**src/rtl/axi_read_arbiter_if.sv**
```systemverilog
// Read-channel bundles for axi_read_arbiter: the multi-port upstream side
// (one lane per read master) and the single memory-side AXI4 read port.

interface axi_read_arbiter_s_if #(
    parameter int NUM_PORTS  = 2,
    parameter int ADDR_WIDTH = 25,
    parameter int DATA_WIDTH = 32
);
    logic [NUM_PORTS-1:0]                 arvalid;
    logic [NUM_PORTS-1:0]                 arready;
    logic [NUM_PORTS-1:0][ADDR_WIDTH-1:0] araddr;
    logic [NUM_PORTS-1:0][7:0]            arlen;
    logic [NUM_PORTS-1:0]                 rvalid;
    logic [NUM_PORTS-1:0]                 rready;
    logic [DATA_WIDTH-1:0]                rdata;
    logic [1:0]                           rresp;
    logic                                 rlast;

    modport master (
        output arvalid, araddr, arlen, rready,
        input  arready, rvalid, rdata, rresp, rlast
    );
    modport slave (
        input  arvalid, araddr, arlen, rready,
        output arready, rvalid, rdata, rresp, rlast
    );
endinterface

interface axi_read_arbiter_m_if #(
    parameter int ADDR_WIDTH = 25,
    parameter int DATA_WIDTH = 32,
    parameter int ID_WIDTH   = 8
);
    logic [ID_WIDTH-1:0]   arid;
    logic [ADDR_WIDTH-1:0] araddr;
    logic [7:0]            arlen;
    logic [2:0]            arsize;
    logic [1:0]            arburst;
    logic                  arvalid;
    logic                  arready;
    logic [ID_WIDTH-1:0]   rid;
    logic [DATA_WIDTH-1:0] rdata;
    logic [1:0]            rresp;
    logic                  rlast;
    logic                  rvalid;
    logic                  rready;

    // rid is carried for the memory model but the arbiter never needs it:
    // with a single burst outstanding the returning data always belongs to
    // the current grant.
    modport master (
        output arid, araddr, arlen, arsize, arburst, arvalid, rready,
        input  arready, rdata, rresp, rlast, rvalid
    );
    modport slave (
        input  arid, araddr, arlen, arsize, arburst, arvalid, rready,
        output arready, rid, rdata, rresp, rlast, rvalid
    );
endinterface

```
**src/rtl/axi_read_arbiter.sv**
```systemverilog
// Round-robin arbiter sharing one AXI4 read port between NUM_PORTS masters,
// one burst in flight; the grant is held from AR acceptance to the RLAST beat.

module axi_read_arbiter_lane #(
    parameter int GW  = 1,
    parameter int IDX = 0
) (
    input  logic [GW-1:0] i_win,
    input  logic [GW-1:0] i_grant,
    input  logic          i_accept,
    input  logic          i_data,
    input  logic          i_rvalid,
    output logic          o_arready,
    output logic          o_rvalid
);
    assign o_arready = i_accept && (i_win == GW'(IDX));
    assign o_rvalid  = i_data && (i_grant == GW'(IDX)) && i_rvalid;
endmodule

module axi_read_arbiter #(
    parameter int NUM_PORTS  = 2,
    parameter int ADDR_WIDTH = 25,
    parameter int DATA_WIDTH = 32,
    parameter int ID_WIDTH   = 8
) (
    input  logic                 aclk,
    input  logic                 rst,
    axi_read_arbiter_s_if.slave  s_axi,
    axi_read_arbiter_m_if.master m_axi
);
    localparam int GW = (NUM_PORTS > 1) ? $clog2(NUM_PORTS) : 1;

    typedef enum logic [1:0] {
        IDLE = 2'd0,
        ADDR = 2'd1,
        DATA = 2'd2
    } state_t;

    typedef struct packed {
        logic [ID_WIDTH-1:0]   id;
        logic [ADDR_WIDTH-1:0] addr;
        logic [7:0]            len;
    } ar_req_t;

    state_t         r_state, w_next;
    ar_req_t        r_req;
    logic           r_arvalid;
    logic [GW-1:0]  r_grant, r_last_grant;
    logic [GW-1:0]  w_win, w_scan;
    logic           w_found, w_accept, w_data, w_rready, w_last_beat;
    logic [NUM_PORTS-1:0] w_arready, w_rvalid;

    // Scan starts just past the previous winner so every requester is
    // reached within NUM_PORTS-1 bursts.
    always_comb begin
        w_found = 1'b0;
        w_win   = '0;
        w_scan  = '0;
        for (int k = 1; k <= NUM_PORTS; k++) begin
            w_scan = GW'((int'(r_last_grant) + k) % NUM_PORTS);
            if (!w_found && s_axi.arvalid[w_scan]) begin
                w_found = 1'b1;
                w_win   = w_scan;
            end
        end
    end

    assign w_accept    = (r_state == IDLE) && w_found && !rst;
    assign w_data      = (r_state == DATA) && !rst;
    assign w_rready    = w_data && s_axi.rready[r_grant];
    assign w_last_beat = w_data && m_axi.rvalid && w_rready && m_axi.rlast;

    always_comb begin
        w_next = r_state;
        case (r_state)
            IDLE:    if (w_found)        w_next = ADDR;
            ADDR:    if (m_axi.arready)  w_next = DATA;
            DATA:    if (w_last_beat)    w_next = IDLE;
            default:                     w_next = IDLE;
        endcase
    end

    always_ff @(posedge aclk or posedge rst) begin
        if (rst) r_state <= IDLE;
        else     r_state <= w_next;
    end

    always_ff @(posedge aclk or posedge rst) begin
        if (rst) begin
            r_req        <= '0;
            r_arvalid    <= 1'b0;
            r_grant      <= '0;
            r_last_grant <= GW'(NUM_PORTS - 1);
        end else begin
            if (w_accept) begin
                r_req.id   <= ID_WIDTH'(w_win);
                r_req.addr <= s_axi.araddr[w_win];
                r_req.len  <= s_axi.arlen[w_win];
                r_grant    <= w_win;
                r_arvalid  <= 1'b1;
            end else if (r_state == ADDR && m_axi.arready) begin
                r_arvalid  <= 1'b0;
            end
            if (w_last_beat) r_last_grant <= r_grant;
        end
    end

    for (genvar i = 0; i < NUM_PORTS; i++) begin : g_lane
        axi_read_arbiter_lane #(.GW(GW), .IDX(i)) u_lane (
            .i_win     (w_win),
            .i_grant   (r_grant),
            .i_accept  (w_accept),
            .i_data    (w_data),
            .i_rvalid  (m_axi.rvalid),
            .o_arready (w_arready[i]),
            .o_rvalid  (w_rvalid[i])
        );
    end

    assign s_axi.arready = w_arready;
    assign s_axi.rvalid  = w_rvalid;
    assign s_axi.rdata   = m_axi.rdata;
    assign s_axi.rresp   = m_axi.rresp;
    assign s_axi.rlast   = m_axi.rlast;

    assign m_axi.arid    = r_req.id;
    assign m_axi.araddr  = r_req.addr;
    assign m_axi.arlen   = r_req.len;
    assign m_axi.arsize  = 3'($clog2(DATA_WIDTH / 8));
    assign m_axi.arburst = 2'b01;
    assign m_axi.arvalid = r_arvalid;
    assign m_axi.rready  = w_rready;
endmodule

```
**src/flat_wrapper.sv**
```systemverilog
// flat-port wrapper written by rule: the top's interface ports become plain ports
module axi_read_arbiter_flat 
#(
    parameter int NUM_PORTS  = 2,
    parameter int ADDR_WIDTH = 25,
    parameter int DATA_WIDTH = 32,
    parameter int ID_WIDTH   = 8
)
  (aclk, rst, s_axi_arvalid, s_axi_araddr, s_axi_arlen, s_axi_rready, s_axi_arready, s_axi_rvalid, s_axi_rdata, s_axi_rresp, s_axi_rlast, m_axi_arid, m_axi_araddr, m_axi_arlen, m_axi_arsize, m_axi_arburst, m_axi_arvalid, m_axi_rready, m_axi_arready, m_axi_rdata, m_axi_rresp, m_axi_rlast, m_axi_rvalid);
  axi_read_arbiter_s_if #(.NUM_PORTS(NUM_PORTS), .ADDR_WIDTH(ADDR_WIDTH), .DATA_WIDTH(DATA_WIDTH)) s_axi_i ();
  axi_read_arbiter_m_if #(.ADDR_WIDTH(ADDR_WIDTH), .DATA_WIDTH(DATA_WIDTH), .ID_WIDTH(ID_WIDTH)) m_axi_i ();
  input  logic aclk;
  input  logic rst;
  input wire logic [$bits(s_axi_i.arvalid)-1:0] s_axi_arvalid;
  input wire logic [$bits(s_axi_i.araddr)-1:0] s_axi_araddr;
  input wire logic [$bits(s_axi_i.arlen)-1:0] s_axi_arlen;
  input wire logic [$bits(s_axi_i.rready)-1:0] s_axi_rready;
  output wire logic [$bits(s_axi_i.arready)-1:0] s_axi_arready;
  output wire logic [$bits(s_axi_i.rvalid)-1:0] s_axi_rvalid;
  output wire logic [$bits(s_axi_i.rdata)-1:0] s_axi_rdata;
  output wire logic [$bits(s_axi_i.rresp)-1:0] s_axi_rresp;
  output wire logic [$bits(s_axi_i.rlast)-1:0] s_axi_rlast;
  output wire logic [$bits(m_axi_i.arid)-1:0] m_axi_arid;
  output wire logic [$bits(m_axi_i.araddr)-1:0] m_axi_araddr;
  output wire logic [$bits(m_axi_i.arlen)-1:0] m_axi_arlen;
  output wire logic [$bits(m_axi_i.arsize)-1:0] m_axi_arsize;
  output wire logic [$bits(m_axi_i.arburst)-1:0] m_axi_arburst;
  output wire logic [$bits(m_axi_i.arvalid)-1:0] m_axi_arvalid;
  output wire logic [$bits(m_axi_i.rready)-1:0] m_axi_rready;
  input wire logic [$bits(m_axi_i.arready)-1:0] m_axi_arready;
  input wire logic [$bits(m_axi_i.rdata)-1:0] m_axi_rdata;
  input wire logic [$bits(m_axi_i.rresp)-1:0] m_axi_rresp;
  input wire logic [$bits(m_axi_i.rlast)-1:0] m_axi_rlast;
  input wire logic [$bits(m_axi_i.rvalid)-1:0] m_axi_rvalid;
  assign s_axi_i.arvalid = s_axi_arvalid;
  assign s_axi_i.araddr = s_axi_araddr;
  assign s_axi_i.arlen = s_axi_arlen;
  assign s_axi_i.rready = s_axi_rready;
  assign s_axi_arready = s_axi_i.arready;
  assign s_axi_rvalid = s_axi_i.rvalid;
  assign s_axi_rdata = s_axi_i.rdata;
  assign s_axi_rresp = s_axi_i.rresp;
  assign s_axi_rlast = s_axi_i.rlast;
  assign m_axi_arid = m_axi_i.arid;
  assign m_axi_araddr = m_axi_i.araddr;
  assign m_axi_arlen = m_axi_i.arlen;
  assign m_axi_arsize = m_axi_i.arsize;
  assign m_axi_arburst = m_axi_i.arburst;
  assign m_axi_arvalid = m_axi_i.arvalid;
  assign m_axi_rready = m_axi_i.rready;
  assign m_axi_i.arready = m_axi_arready;
  assign m_axi_i.rdata = m_axi_rdata;
  assign m_axi_i.rresp = m_axi_rresp;
  assign m_axi_i.rlast = m_axi_rlast;
  assign m_axi_i.rvalid = m_axi_rvalid;
  axi_read_arbiter #(.NUM_PORTS(NUM_PORTS), .ADDR_WIDTH(ADDR_WIDTH), .DATA_WIDTH(DATA_WIDTH), .ID_WIDTH(ID_WIDTH)) u_core (.aclk(aclk), .rst(rst), .s_axi(s_axi_i), .m_axi(m_axi_i));
endmodule
```
**config.mk**
```make
export PLATFORM = sky130hd
export DESIGN_NAME = axi_read_arbiter_flat
export DESIGN_NICKNAME = d
export VERILOG_FILES = /design/src/rtl/axi_read_arbiter_if.sv /design/src/rtl/axi_read_arbiter.sv /design/src/flat_wrapper.sv
export SDC_FILE = /design/constraint.sdc
export NUM_CORES = 1
export LEC_CHECK = 0
export CAP_MARGIN = 15
export CORE_AREA = 2 2 91 93
export CTS_BUF_LIST = sky130_fd_sc_hd__clkbuf_8
export CTS_CLUSTER_DIAMETER = 150
export CTS_CLUSTER_SIZE = 40
export DETAILED_ROUTE_END_ITERATION = 12
export DIE_AREA = 0 0 93 95
export PLACE_DENSITY = 0.75
export SYNTH_ARGS = -nofsm -noshare
export SYNTH_HDL_FRONTEND = slang
export SYNTH_HIERARCHICAL = 1
export SYNTH_SLANG_ARGS = --single-unit
```
**constraint.sdc**
```tcl
create_clock -name aclk -period 2.1 [get_ports aclk]
set_input_delay 0.525 -clock aclk [delete_from_list [all_inputs] [get_ports aclk]]
set_output_delay 0.525 -clock aclk [all_outputs]
set_load 0.005 [all_outputs]
```
==> run summary <==
STATUS
-----------------------------------------------------------------------------------------------
Run status ....................................................................... finished clean

CLOCKING
-----------------------------------------------------------------------------------------------
Number of clock sinks ............................................................           38
Clock input transition at the sequential cells of the worst setup and hold paths .      0.07 ns
Insertion delay to the later sink of the worst-skew pair .........................      0.28 ns
Hold-fix buffers, CTS ............................................................            0
Buffer type at the clock tree root ............................................... sky130_fd_sc_hd__clkbuf_8
Clock tree from TritonCTS ........................................................        built
Total clock buffers created by CTS ...............................................            5
Number of buffers on the longest clock path ......................................            2
Total number of H-tree levels ....................................................            2

CRITICAL PATH
-----------------------------------------------------------------------------------------------
Critical Path Sink Type .......................................................... primary output
Worst Path Class, Setup .......................................................... input port to primary output
Reg-to-reg startpoint ............................................................ u_core/r_state[0]
Data arrival time of the critical path ...........................................      1.51 ns
Worst path slowest cell .......................................................... sky130_fd_sc_hd__clkdlybuf4s50_1
Data required time at the worst endpoint .........................................      1.57 ns
Worst flop-to-flop path endpoint ................................................. u_core/m_axi.arlen[3]
Path length in cells of the critical path ........................................            2
Most common cell on crit path .................................................... sky130_fd_sc_hd__clkdlybuf4s50_1
Worst setup SP type ..............................................................   input port
FF-to-FF setup slack .............................................................      0.25 ns
Biggest fanout along the worst timing path .......................................            2
Sequence of cells on the critical path ........................................... clkdlybuf4s50_1 > clkdlybuf4s50_1
Worst Reg-to-Reg Cells ...........................................................            4
Delay of the slowest critical-path stage .........................................      0.51 ns
Critical path buffers and inverters ..............................................            2
Beginning of the critical path ...................................................  m_axi_rlast
Cell family with the largest share of critical-path delay ........................ buffers and inverters
Critical path destination ........................................................  s_axi_rlast

PWR
-----------------------------------------------------------------------------------------------
Portion of total power attributed to combinational logic .........................        49.1%
Sequential share of power ........................................................        37.0%
Lkg Pwr ..........................................................................      1.42 nW
Ratio of total power to cell area ................................................  1060 nW/um2
Fraction of power spent switching nets ...........................................        26.7%
Relative contribution of the clock network to total power ........................        13.9%
Peak supply drop .................................................................     0.497 mV
Switching power of the nets ......................................................     0.959 mW
Internal portion of total power ..................................................      2.63 mW

TIMING
-----------------------------------------------------------------------------------------------
Timing-limited maximum frequency .................................................      491 MHz
Final period util ................................................................        97.0%
Setup TNS Final ..................................................................         0 ns
Hold WS ..........................................................................     0.505 ns
Clk_skew .........................................................................   0.00362 ns
Max-slew violation total from the final report ...................................            0
Unrepaired setup endpoints after global routing ..................................        false
Hold violation count in the final report .........................................            0
Time the worst path needs with I/O delays and setup ..............................      2.04 ns
Total setup violations reported at the end of the flow ...........................            0

GLOBAL ROUTING
-----------------------------------------------------------------------------------------------
First-pass GRT wire length .......................................................      7820 um
Largest net degree at the start of global routing ................................           36
Sum of overflow across all layers after global routing ...........................            0
Vias in the first global route ...................................................         1692
Total routing usage reported by global routing ...................................        11.2%
Number of antenna violations at the first check in global routing ................            0

LOGIC SYNTHESIS
-----------------------------------------------------------------------------------------------
Main area contributors after synthesis ........................................... sky130_fd_sc_hd__dfrtp_1, sky130_fd_sc_hd__mux2_2, sky130_fd_sc_hd__buf_4, sky130_fd_sc_hd__mux2_4, sky130_fd_sc_hd__buf_6
Adder-cell area share of the yosys netlist .......................................           0%
Simple-gate share of the synthesized area ........................................        4.38%
Compound-gate portion of the synthesized area ....................................        1.30%
Mean instance size in the synthesized netlist ....................................     12.6 um2
Area of the mapped netlist .......................................................     2310 um2
Largest area contributor in the netlist .......................................... sky130_fd_sc_hd__dfrtp_1
Post-Syn Instances ...............................................................          183
Combinational family with the most area after synthesis .......................... multiplexers
Number of enable-type register cells in the synthesized netlist ..................            0
Most numerous cell types in the synthesized netlist .............................. sky130_fd_sc_hd__mux2_2, sky130_fd_sc_hd__buf_4, sky130_fd_sc_hd__dfrtp_1, sky130_fd_sc_hd__mux2_4
Async set-reset flop share out of synthesis ......................................         100%
Post-synthesis sequential area ratio .............................................        41.2%
Area share of the largest cell type after synthesis ..............................        40.0%
Fraction of synthesized cell area in xor and xnor cells ..........................           0%
Total of warnings raised by yosys ................................................            6
Post-synth top flop .............................................................. sky130_fd_sc_hd__dfrtp_1
Mux contribution to synthesized area .............................................        34.8%
#FFs+latches synth ...............................................................           38
Most frequent cell after synthesis ............................................... sky130_fd_sc_hd__mux2_2
Number of different library cells in the post-synthesis netlist ..................           26

PLACEMENT
-----------------------------------------------------------------------------------------------
Post-DP HPWL .....................................................................      4040 um
IO buf count .....................................................................          115
Gp weighted congestion ...........................................................        0.768

FLOORPLANNING
-----------------------------------------------------------------------------------------------
Placeable core region ............................................................     7930 um2
Starting density of the core .....................................................        29.2%
Width of the die .................................................................        93 um
Area of the die ..................................................................     8840 um2
Rows .............................................................................           33
Boundary pin count ...............................................................          196
Die Span Y .......................................................................        95 um

DETAILED ROUTING
-----------------------------------------------------------------------------------------------
Wire per inst ....................................................................      13.4 um
Detailed-routing iteration count for the pre-antenna-repair pass .................            4
Via-per-instance ratio ...........................................................         4.31
Total routed wirelength ..........................................................      5070 um
DRC violations left ..............................................................            0
DRT iter0 DRCs ...................................................................           17
DR vias ..........................................................................         1631
Count of antenna-violating nets left after detailed routing ......................            0

FINAL LAYOUT
-----------------------------------------------------------------------------------------------
# fillers ........................................................................          760
Final antenna diode count ........................................................            0
Area Overhead vs Synth ...........................................................        46.5%
Final net count ..................................................................          381
Layout cells sized above 1 .......................................................        35.5%

HOLD PATH
-----------------------------------------------------------------------------------------------
Hold WC Path Type ................................................................ flip-flop to flip-flop

FLOW RUN
-----------------------------------------------------------------------------------------------
Max-cap check violation count ....................................................            0

flip-flops by register name (all words and copies together), names as in the netlist:
name                  cells
u_core/r_last_grant       1
u_core/m_axi.araddr      25
u_core/r_state            2
u_core/m_axi.arvalid      1
u_core/m_axi.arid         1
u_core/m_axi.arlen        8
metrics by stage:
| stage | std cells | total power [mW] | instance area (um2) | util [%] | worst slack (ns) |
|---|---|---|---|---|---|
| after floorplan | 193 | 2.18 | 2350 | - | 0.185 |
| after global placement | 370 | 3.10 | 3310 | 41.8 | -0.471 |
| after detailed placement | 370 | 3.14 | 3310 | 41.8 | -0.498 |
| after CTS | 378 | 3.67 | 3400 | 42.9 | 0.00277 |
| after global routing | 378 | 3.83 | 3390 | 42.8 | 0.0252 |
| final | 378 | 3.59 | 3390 | 42.8 | 0.0636 |
final cells by class:
| cell class | count | area, um2 | area share, % |
|---|---|---|---|
| Clock buffer | 6 | 82.6 | 2.44 |
| Clock inverter | 2 | 8.76 | 0.258 |
| Inverter | 2 | 7.51 | 0.221 |
| Multi-Input combinational cell | 99 | 995 | 29.3 |
| Sequential cell | 38 | 952 | 28.1 |
| Tap cell | 105 | 131 | 3.88 |
| Timing Repair Buffer | 126 | 1210 | 35.8 |
timing repair:
action,4_1_cts,5_1_grt
pin swaps,3,0
gates cloned,0,0
setup endpoints to repair,31,2
resized for setup,21,2
setup buffers,0,0
routing by layer:
metal	vias up	GRT usage, %	wire, um
met5	-	0	0
met1	775	11.5	1870
li1	745	-	-
met4	0	4.17	76
met3	12	4.07	478
met2	99	21.0	2650
cells in the final DEF (no fill, tap or decap):
cell type                         synthesis  layout
sky130_fd_sc_hd__mux2_4                   8       8
sky130_fd_sc_hd__o22ai_1                  1       1
sky130_fd_sc_hd__clkinv_2                 0       1
sky130_fd_sc_hd__and3b_1                  1       1
sky130_fd_sc_hd__and2_1                   1       1
sky130_fd_sc_hd__nand2_1                  2       2
sky130_fd_sc_hd__inv_1                    2       2
sky130_fd_sc_hd__nor3_2                   1       1
sky130_fd_sc_hd__conb_1                   2      12
sky130_fd_sc_hd__clkbuf_2                 0       1
sky130_fd_sc_hd__nor2b_1                  1       1
sky130_fd_sc_hd__and3_1                   1       1
sky130_fd_sc_hd__nor2_2                   0       1
sky130_fd_sc_hd__mux2i_1                  1       1
sky130_fd_sc_hd__clkbuf_8                 0       6
sky130_fd_sc_hd__buf_2                    3       3
sky130_fd_sc_hd__inv_2                    0       1
sky130_fd_sc_hd__dfstp_2                  1       1
sky130_fd_sc_hd__or2b_1                   1       1
sky130_fd_sc_hd__clkdlybuf4s50_1          0     107
sky130_fd_sc_hd__nor4_4                   1       1
sky130_fd_sc_hd__dfrtp_1                 37      37
sky130_fd_sc_hd__buf_6                    3       1
sky130_fd_sc_hd__buf_4                   48      10
sky130_fd_sc_hd__nor3_1                   1       1
sky130_fd_sc_hd__a21boi_4                 0       1
sky130_fd_sc_hd__nor2_1                   2       1
sky130_fd_sc_hd__o21ai_0                  1       1
sky130_fd_sc_hd__a211oi_1                 1       1
sky130_fd_sc_hd__nand2b_1                 1       1
sky130_fd_sc_hd__or3b_4                   0       1
sky130_fd_sc_hd__dlygate4sd2_1            0       4
sky130_fd_sc_hd__mux2_2                  60      60
worst reg2reg max path: stages, from the launching register on:
cell and delay (ns):
sky130_fd_sc_hd__dfrtp_1 0.40, sky130_fd_sc_hd__buf_4 0.16, sky130_fd_sc_hd__nor4_4 0.27, sky130_fd_sc_hd__buf_4 0.48, sky130_fd_sc_hd__mux2_2 0.43
power by group through the flow:
stage               registers [mW]  clock network [mW]  logic [mW]
finish                        1.33               0.499        1.76
global route                  1.38               0.558        1.89
CTS                           1.34               0.539        1.80
detailed placement            1.34                   0        1.80
global placement              1.33                   0        1.78
floorplan                     1.36                   0       0.825
how the worst min path moves through the flow:
stage	start	cells past startpoint	endpoint	slack (ns)
CTS	u_core/m_axi.araddr[5]	1	u_core/m_axi.araddr[5]	0.51
global placement	u_core/m_axi.arlen[0]	1	u_core/m_axi.arlen[0]	0.49
finish	u_core/m_axi.araddr[21]	1	u_core/m_axi.araddr[21]	0.50
floorplan	u_core/m_axi.arvalid	2	u_core/m_axi.arvalid	0.50
detailed placement	u_core/m_axi.araddr[5]	1	u_core/m_axi.araddr[5]	0.49
global route	u_core/m_axi.araddr[22]	1	u_core/m_axi.araddr[22]	0.52
cells by family after synthesis:
logic type             count (synthesis)
buffers and inverters                 56
DFF                                   38
other                                  2
muxes                                 69
AOI/OAI and AO/OA                      4
and+or+nand+nor                       14
(Power assumes the default switching activity.)
